<file path="config.mk">
export PLATFORM = sky130hd
export DESIGN_NAME = seq_add_sub
export DESIGN_NICKNAME = d
export VERILOG_FILES = /design/src/rtl/seq_add_sub.sv
export SDC_FILE = /design/constraint.sdc
export NUM_CORES = 1
export LEC_CHECK = 0
export BUFFER_PORTS_ARGS = -buffer_cell sky130_fd_sc_hd__buf_4
export CAP_MARGIN = 20
export CELL_PAD_IN_SITES_DETAIL_PLACEMENT = 1
export CELL_PAD_IN_SITES_GLOBAL_PLACEMENT = 1
export CORE_ASPECT_RATIO = 1.1
export CORE_UTILIZATION = 46
export DETAILED_ROUTE_END_ITERATION = 12
export PLACE_DENSITY_LB_ADDON = 0.1
export SYNTH_ARGS = -nofsm -noshare
export SYNTH_HDL_FRONTEND = slang
export SYNTH_SLANG_ARGS = --single-unit
</file>
<file path="constraint.sdc">
create_clock -name clk -period 3.6 [get_ports clk]
set_input_delay 1.08 -clock clk [delete_from_list [all_inputs] [get_ports clk]]
set_output_delay 1.08 -clock clk [all_outputs]
set_load 0.005 [all_outputs]
</file>
<file path="src/rtl/seq_add_sub.sv">
// seq_add_sub: multi-cycle adder/subtractor. Operands are consumed one SLICE-bit chunk per clock
// with the inter-slice carry held in a register; results and flags update atomically on done.
module seq_add_sub #(
   parameter int unsigned WIDTH = 8,
   parameter int unsigned SLICE = 4
) (
   input  logic             clk,
   input  logic             rst,
   input  logic             start,
   input  logic             op,
   input  logic [WIDTH-1:0] A,
   input  logic [WIDTH-1:0] B,
   input  logic             Cin,
   output logic             busy,
   output logic             done,
   output logic [WIDTH-1:0] S,
   output logic             Cout,
   output logic             V,
   output logic             Z
);

   localparam int unsigned N    = WIDTH / SLICE;
   localparam int unsigned IdxW = (N > 1) ? $clog2(N) : 1;
   localparam logic [IdxW-1:0] LastIdx = IdxW'(N - 1);

   if (((WIDTH % SLICE) != 0) || (WIDTH < SLICE)) begin : g_bad_params
      $error("seq_add_sub: WIDTH must be a non-zero multiple of SLICE");
   end

   typedef enum logic [1:0] {StIdle, StRun, StDone} state_e;

   state_e           state_q;
   logic [WIDTH-1:0] a_q, b_q, part_q;
   logic             carry_q;
   logic [IdxW-1:0]  idx_q;
   logic             busy_q, done_q;
   logic [WIDTH-1:0] s_q;
   logic             cout_q, v_q, z_q;

   logic [SLICE-1:0] a_slice, b_slice, sum_slice;
   logic             slice_cout, msb_cin;
   logic [WIDTH-1:0] part_d;

   // Current slice add; part_d is the partial sum with this slice merged in.
   always_comb begin
      a_slice = a_q[32'(idx_q) * SLICE +: SLICE];
      b_slice = b_q[32'(idx_q) * SLICE +: SLICE];
      {slice_cout, sum_slice} = {1'b0, a_slice} + {1'b0, b_slice} + {{SLICE{1'b0}}, carry_q};
      // Carry into the slice MSB recovered from the sum bit; only meaningful on the last slice.
      msb_cin = sum_slice[SLICE-1] ^ a_slice[SLICE-1] ^ b_slice[SLICE-1];
      part_d = part_q;
      part_d[32'(idx_q) * SLICE +: SLICE] = sum_slice;
   end

   // Control FSM and all datapath/result registers.
   always_ff @(posedge clk or posedge rst) begin
      if (rst) begin
         state_q <= StIdle;
         a_q     <= '0;
         b_q     <= '0;
         part_q  <= '0;
         carry_q <= 1'b0;
         idx_q   <= '0;
         busy_q  <= 1'b0;
         done_q  <= 1'b0;
         s_q     <= '0;
         cout_q  <= 1'b0;
         v_q     <= 1'b0;
         z_q     <= 1'b0;
      end else begin
         unique case (state_q)
            StIdle: begin
               if (start) begin
                  a_q     <= A;
                  // Subtract as A + ~B + 1; Cin is ignored in that mode.
                  b_q     <= op ? ~B : B;
                  carry_q <= op | Cin;
                  part_q  <= '0;
                  idx_q   <= '0;
                  busy_q  <= 1'b1;
                  state_q <= StRun;
               end
            end
            StRun: begin
               part_q  <= part_d;
               carry_q <= slice_cout;
               idx_q   <= idx_q + IdxW'(1);
               if (idx_q == LastIdx) begin
                  state_q <= StDone;
                  busy_q  <= 1'b0;
                  done_q  <= 1'b1;
                  s_q     <= part_d;
                  cout_q  <= slice_cout;
                  v_q     <= msb_cin ^ slice_cout;
                  z_q     <= (part_d == '0);
               end
            end
            StDone: begin
               done_q  <= 1'b0;
               state_q <= StIdle;
            end
            default: state_q <= StIdle;
         endcase
      end
   end

   assign busy = busy_q;
   assign done = done_q;
   assign S    = s_q;
   assign Cout = cout_q;
   assign V    = v_q;
   assign Z    = z_q;

endmodule

</file>
==> flow_summary.html <==
<table>
<tr><th>Metric</th><th>Value</th></tr>
<tr><th colspan="2">Outcome</th></tr>
<tr><td>Status</td><td>finished clean</td></tr>
<tr><th colspan="2">Global route</th></tr>
<tr><td>Total track usage</td><td>20.7%</td></tr>
<tr><td>Antenna violations before repair</td><td>0</td></tr>
<tr><td>Number of global-route vias before repair</td><td>approximately 1,400</td></tr>
<tr><td>First-pass GRT wire length</td><td>around 6500 um</td></tr>
<tr><td>Total global routing overflow</td><td>0</td></tr>
<tr><td>Pin count of the biggest net entering global routing</td><td>39</td></tr>
<tr><td>Most heavily used metal layer in global routing</td><td>met2</td></tr>
<tr><td>Met1 routing resource usage after global routing</td><td>roughly a fifth</td></tr>
<tr><td>Global-route track usage on met2</td><td>38.9%</td></tr>
<tr><td>GR Layer Usage met3</td><td>under 10%</td></tr>
<tr><th colspan="2">Drt</th></tr>
<tr><td>Routed length per placed instance</td><td>15.4 um</td></tr>
<tr><td>DRC Markers</td><td>0</td></tr>
<tr><td>Drt via density</td><td>5.34</td></tr>
<tr><td>Number of vias after detailed routing</td><td>1,298</td></tr>
<tr><td>Final antenna-violating net count</td><td>0</td></tr>
<tr><td>Total detailed-routing wirelength</td><td>around 3700 um</td></tr>
<tr><td>First-iteration detailed-routing DRC count</td><td>52</td></tr>
<tr><td>Number of detailed-routing iterations run before antenna repair</td><td>4</td></tr>
<tr><th colspan="2">Clock tree</th></tr>
<tr><td>Max Buffers Root-to-Sink</td><td>2</td></tr>
<tr><td>Cell at the root of the clock tree</td><td>sky130_fd_sc_hd__clkbuf_8</td></tr>
<tr><td>Postcts setup bufs</td><td>0</td></tr>
<tr><td>Number of instances resized during post-cts repair</td><td>0</td></tr>
<tr><td>Number of hold-repair buffers added at the cts stage</td><td>0</td></tr>
<tr><td>TritonCTS clock tree</td><td>built</td></tr>
<tr><td>Clock Sink Count</td><td>38</td></tr>
<tr><td>Clock-pin slew reported for the worst setup and hold paths after clock tree synthesis</td><td>0.07 ns</td></tr>
<tr><td># H-tree levels</td><td>2</td></tr>
<tr><td>Clock latency reported for the late side of the worst-skew pair</td><td>0.29 ns</td></tr>
<tr><td>CTS buffer count</td><td>5</td></tr>
<tr><th colspan="2">Power and ir drop</th></tr>
<tr><td>Total power of the final layout</td><td>0.00244 W</td></tr>
<tr><td>Leakage power</td><td>1.03 nW</td></tr>
<tr><td>Cell area power density</td><td>1110 nW/um2</td></tr>
<tr><td>IR Drop Worst-Case VDD</td><td>0.000515 V</td></tr>
<tr><th colspan="2">Setup path</th></tr>
<tr><td>Type of the worst setup path</td><td>flip-flop to flip-flop</td></tr>
<tr><td>Arrival time of the worst setup path</td><td>2.99 ns</td></tr>
<tr><td>Crit-path leading delay family</td><td>adder cells</td></tr>
<tr><td>Maximum single-stage delay on the critical path</td><td>about 0.80 ns</td></tr>
<tr><td>Nature of the critical path endpoint</td><td>flip-flop</td></tr>
<tr><td>Number of buffers and inverters on the critical path</td><td>1</td></tr>
<tr><td>Maximum fanout along the worst path</td><td>19</td></tr>
<tr><td>Slowest cell on crit path</td><td>sky130_fd_sc_hd__dfrtp_1</td></tr>
<tr><td>Most common cell type on the critical path</td><td>sky130_fd_sc_hd__fa_1</td></tr>
<tr><td>Required time of the critical path</td><td>3.81 ns</td></tr>
<tr><td>Critical path launch point type</td><td>flip-flop</td></tr>
<tr><td>Cell-by-cell trace of the critical path</td><td>mux2i_1, fa_1, fa_1, inv_1, a21o_1, a21oi_1, xnor3_1, o21ai_1</td></tr>
<tr><th colspan="2">STA</th></tr>
<tr><td>Final count of pins violating max slew</td><td>0</td></tr>
<tr><td>RSZ-0062 raised after global routing</td><td>no</td></tr>
<tr><td>Setup WS post-layout</td><td>about 0.8 ns</td></tr>
<tr><td>Layout Skew</td><td>about 0.0075 ns</td></tr>
<tr><td>Worst slew margin relative to its limit</td><td>approximately half</td></tr>
<tr><td>Final-report setup violation count</td><td>0</td></tr>
<tr><td>Final sum of negative setup slack</td><td>0 ns</td></tr>
<tr><td>Fmax</td><td>0.360 GHz</td></tr>
<tr><td>Number of hold-slack violations in the final timing report</td><td>0</td></tr>
<tr><td>Final worst path period share</td><td>77.1%</td></tr>
<tr><td>Actual transition at the worst max-transition pin</td><td>0.724 ns</td></tr>
<tr><td>Final min period</td><td>about 2.8 ns</td></tr>
<tr><th colspan="2">Yosys</th></tr>
<tr><td>Syn. warnings</td><td>0</td></tr>
<tr><td>Cell accounting for the most synthesized area</td><td>sky130_fd_sc_hd__dfrtp_1</td></tr>
<tr><td>Average footprint of a synthesized cell</td><td>about 11 um2</td></tr>
<tr><td>Cells taking the most area after synthesis</td><td>sky130_fd_sc_hd__dfrtp_1 52%, sky130_fd_sc_hd__mux2_2 11%, sky130_fd_sc_hd__xnor2_1 3.8%</td></tr>
<tr><td>Synthesized instance count</td><td>161</td></tr>
<tr><td>Area share of the largest cell type after synthesis</td><td>about half</td></tr>
<tr><td>Cell variety after synth</td><td>31</td></tr>
<tr><td>Synthesized cell area</td><td>roughly 1800 um2</td></tr>
<tr><td>Portion of the post-synthesis area used by sequential elements</td><td>51.8%</td></tr>
<tr><td>#FFs+latches synth</td><td>38</td></tr>
<tr><td>Net count of the mapped netlist</td><td>between 150 and 200</td></tr>
<tr><th colspan="2">Floorplan</th></tr>
<tr><td>Site row count</td><td>23</td></tr>
<tr><td>Die Y</td><td>roughly 68 um</td></tr>
<tr><td>Effective utilization at floorplan</td><td>49.1%</td></tr>
<tr><td>Die footprint</td><td>4250 um2</td></tr>
<tr><td>Horizontal extent of the die</td><td>62.2 um</td></tr>
<tr><td>Number of primary I/O pins</td><td>34</td></tr>
<tr><td>Core area</td><td>approximately 3700 um2</td></tr>
<tr><th colspan="2">Finish</th></tr>
<tr><td>Total number of nets in the final design</td><td>220</td></tr>
<tr><td>Area grow syn2layout</td><td>20.0%</td></tr>
<tr><td>Finished Layout Cells</td><td>around 240</td></tr>
<tr><td>Antenna Diode Count</td><td>0</td></tr>
<tr><td>Layout cells sized above 1</td><td>33.2%</td></tr>
<tr><td>Fill cell instance count of the final layout</td><td>419</td></tr>
<tr><td>Final core utilization</td><td>roughly three fifths</td></tr>
<tr><td>Area taken by multi-input logic gates</td><td>817 um2</td></tr>
<tr><td>Sequential cell area in the final layout</td><td>951 um2</td></tr>
<tr><th colspan="2">Placement</th></tr>
<tr><td>Post-Place Worst Slack</td><td>0.811 ns</td></tr>
<tr><td>Number of input and output port buffers inserted</td><td>33</td></tr>
<tr><td>Placer's final routability congestion estimate</td><td>~0.7</td></tr>
<tr><td>Placed cell count</td><td>237</td></tr>
<tr><td>Detailed Place HPWL</td><td>2800 um</td></tr>
<tr><th colspan="2">Job</th></tr>
<tr><td>Max Cap Violations</td><td>0</td></tr>
<tr><th colspan="2">Min path</th></tr>
<tr><td>Hold Crit Class</td><td>flip-flop to flip-flop</td></tr>
</table>
## path summary, 6_finish.rpt
| check | startpoint | to | slack [ns] | cells after the start |
|---|---|---|---|---|
| max reg2reg | idx_q$_DFFE_PP0P_ | V$_DFFE_PP0P_ | 0.82 | 8 |
| min | S[6]$_DFFE_PP0P_ | S[6]$_DFFE_PP0P_ | 0.48 | 2 |
| max in group asynchronous | rst | b_q[5]$_DFFE_PP0P_ | 2.36 | 3 |
| min reg2reg | S[6]$_DFFE_PP0P_ | S[6]$_DFFE_PP0P_ | 0.48 | 2 |
| max | idx_q$_DFFE_PP0P_ | V$_DFFE_PP0P_ | 0.82 | 8 |
| min in group asynchronous | rst | a_q[7]$_DFFE_PP0P_ | 0.91 | 3 |
## worst register-to-register path, delay by kind of cell (launching register included)
family / cells / cell delay, ns
adder cells (fa/ha/maj): 2 / 0.91
XOR/XNOR: 1 / 0.35
flip-flops: 1 / 0.80
multiplexers: 1 / 0.20
AO/OA/AOI/OAI: 3 / 0.34
buffers and inverters: 1 / 0.09
## per-stage QoR
stage               hold slack (ns)  instance area (um2)
floorplan                     0.473                 1840
global placement              0.463                 2120
detailed placement            0.468                 2120
CTS                           0.484                 2200
global route                  0.500                 2200
finish                        0.480                 2200
## where the power goes
part	switching, W	internal (W)
Combinational	0.000628	0.000714
Sequential	0.000176	0.000631
Clock	0.000141	0.000148
## synthesized netlist by cell type
cell type	count
sky130_fd_sc_hd__xnor2_1	8
sky130_fd_sc_hd__nand4_1	1
sky130_fd_sc_hd__nor2_2	1
sky130_fd_sc_hd__buf_2	6
sky130_fd_sc_hd__o21ai_2	1
sky130_fd_sc_hd__ha_1	3
sky130_fd_sc_hd__nor2_1	15
sky130_fd_sc_hd__clkbuf_1	3
sky130_fd_sc_hd__xor2_1	2
sky130_fd_sc_hd__o21ai_1	2
sky130_fd_sc_hd__a21oi_2	1
sky130_fd_sc_hd__nand2_1	10
sky130_fd_sc_hd__a21o_1	2
sky130_fd_sc_hd__a22o_1	4
sky130_fd_sc_hd__o22a_1	1
sky130_fd_sc_hd__a21oi_1	12
sky130_fd_sc_hd__fa_1	2
sky130_fd_sc_hd__nand2b_1	2
sky130_fd_sc_hd__o21ai_0	8
sky130_fd_sc_hd__nor4b_1	1
sky130_fd_sc_hd__nand4b_1	1
sky130_fd_sc_hd__mux2_2	18
sky130_fd_sc_hd__xnor2_2	1
sky130_fd_sc_hd__dfrtp_1	38
sky130_fd_sc_hd__nor2b_1	1
sky130_fd_sc_hd__xnor3_1	1
sky130_fd_sc_hd__a21bo_2	1
sky130_fd_sc_hd__inv_1	7
sky130_fd_sc_hd__mux2i_1	5
sky130_fd_sc_hd__and2_0	1
sky130_fd_sc_hd__o31ai_1	2
## cells in the final DEF, fill, tap and decap left out
| master | count |
|---|---|
| sky130_fd_sc_hd__mux2_2 | 18 |
| sky130_fd_sc_hd__inv_1 | 7 |
| sky130_fd_sc_hd__o31ai_1 | 2 |
| sky130_fd_sc_hd__o21ai_2 | 1 |
| sky130_fd_sc_hd__buf_4 | 35 |
| sky130_fd_sc_hd__dfrtp_1 | 38 |
| sky130_fd_sc_hd__nand4b_1 | 1 |
| sky130_fd_sc_hd__o22a_1 | 1 |
| sky130_fd_sc_hd__nand4_1 | 1 |
| sky130_fd_sc_hd__fa_1 | 2 |
| sky130_fd_sc_hd__xnor2_2 | 1 |
| sky130_fd_sc_hd__clkbuf_8 | 6 |
| sky130_fd_sc_hd__nand2b_1 | 2 |
| sky130_fd_sc_hd__xor2_1 | 2 |
| sky130_fd_sc_hd__a22o_1 | 4 |
| sky130_fd_sc_hd__xnor2_1 | 8 |
| sky130_fd_sc_hd__o21ai_0 | 8 |
| sky130_fd_sc_hd__a21oi_2 | 1 |
| sky130_fd_sc_hd__nor2_1 | 15 |
| sky130_fd_sc_hd__a21bo_2 | 1 |
| sky130_fd_sc_hd__a21o_1 | 2 |
| sky130_fd_sc_hd__and2_0 | 1 |
| sky130_fd_sc_hd__xnor3_1 | 1 |
| sky130_fd_sc_hd__a21oi_1 | 12 |
| sky130_fd_sc_hd__nand2_1 | 10 |
| sky130_fd_sc_hd__ha_1 | 3 |
| sky130_fd_sc_hd__o21ai_1 | 2 |
| sky130_fd_sc_hd__nor2b_1 | 1 |
| sky130_fd_sc_hd__nor2_2 | 1 |
| sky130_fd_sc_hd__nor4b_1 | 1 |
| sky130_fd_sc_hd__mux2i_1 | 5 |
## flip-flops by register name, summed over array words and instances (netlist names)
signal and cells:
idx_q 1, busy 1, Z 1, state_q 2, b_q 8, done 1
S 8, V 1, carry_q 1, part_q 5, Cout 1, a_q 8
## final cells by class
type	count	share of cell area [%]
flip-flops and latches	38	43.2
multi-input cells	107	37.1
repair buffers	35	11.9
clock buffers	6	3.75
well taps	50	2.84
inverters	7	1.19
## kinds of logic after synthesis
group / Yosys count / synth area share, %
fa+ha+maj: 5 / 4.23
flops: 38 / 51.8
mux: 23 / 13.8
simple gates: 33 / 8.11
buf+inv: 16 / 3.68
compound gates: 34 / 11.5
xor+xnor: 12 / 6.89
## per-layer routing
metal / part of all wire (%) / vias up
met3: 4.1 / 8
met4: 1.7 / 0
li1: - / 613
met1: 40 / 640
met2: 54 / 37
met5: 0 / -
Note: power is estimated with default switching activity, not from simulation.
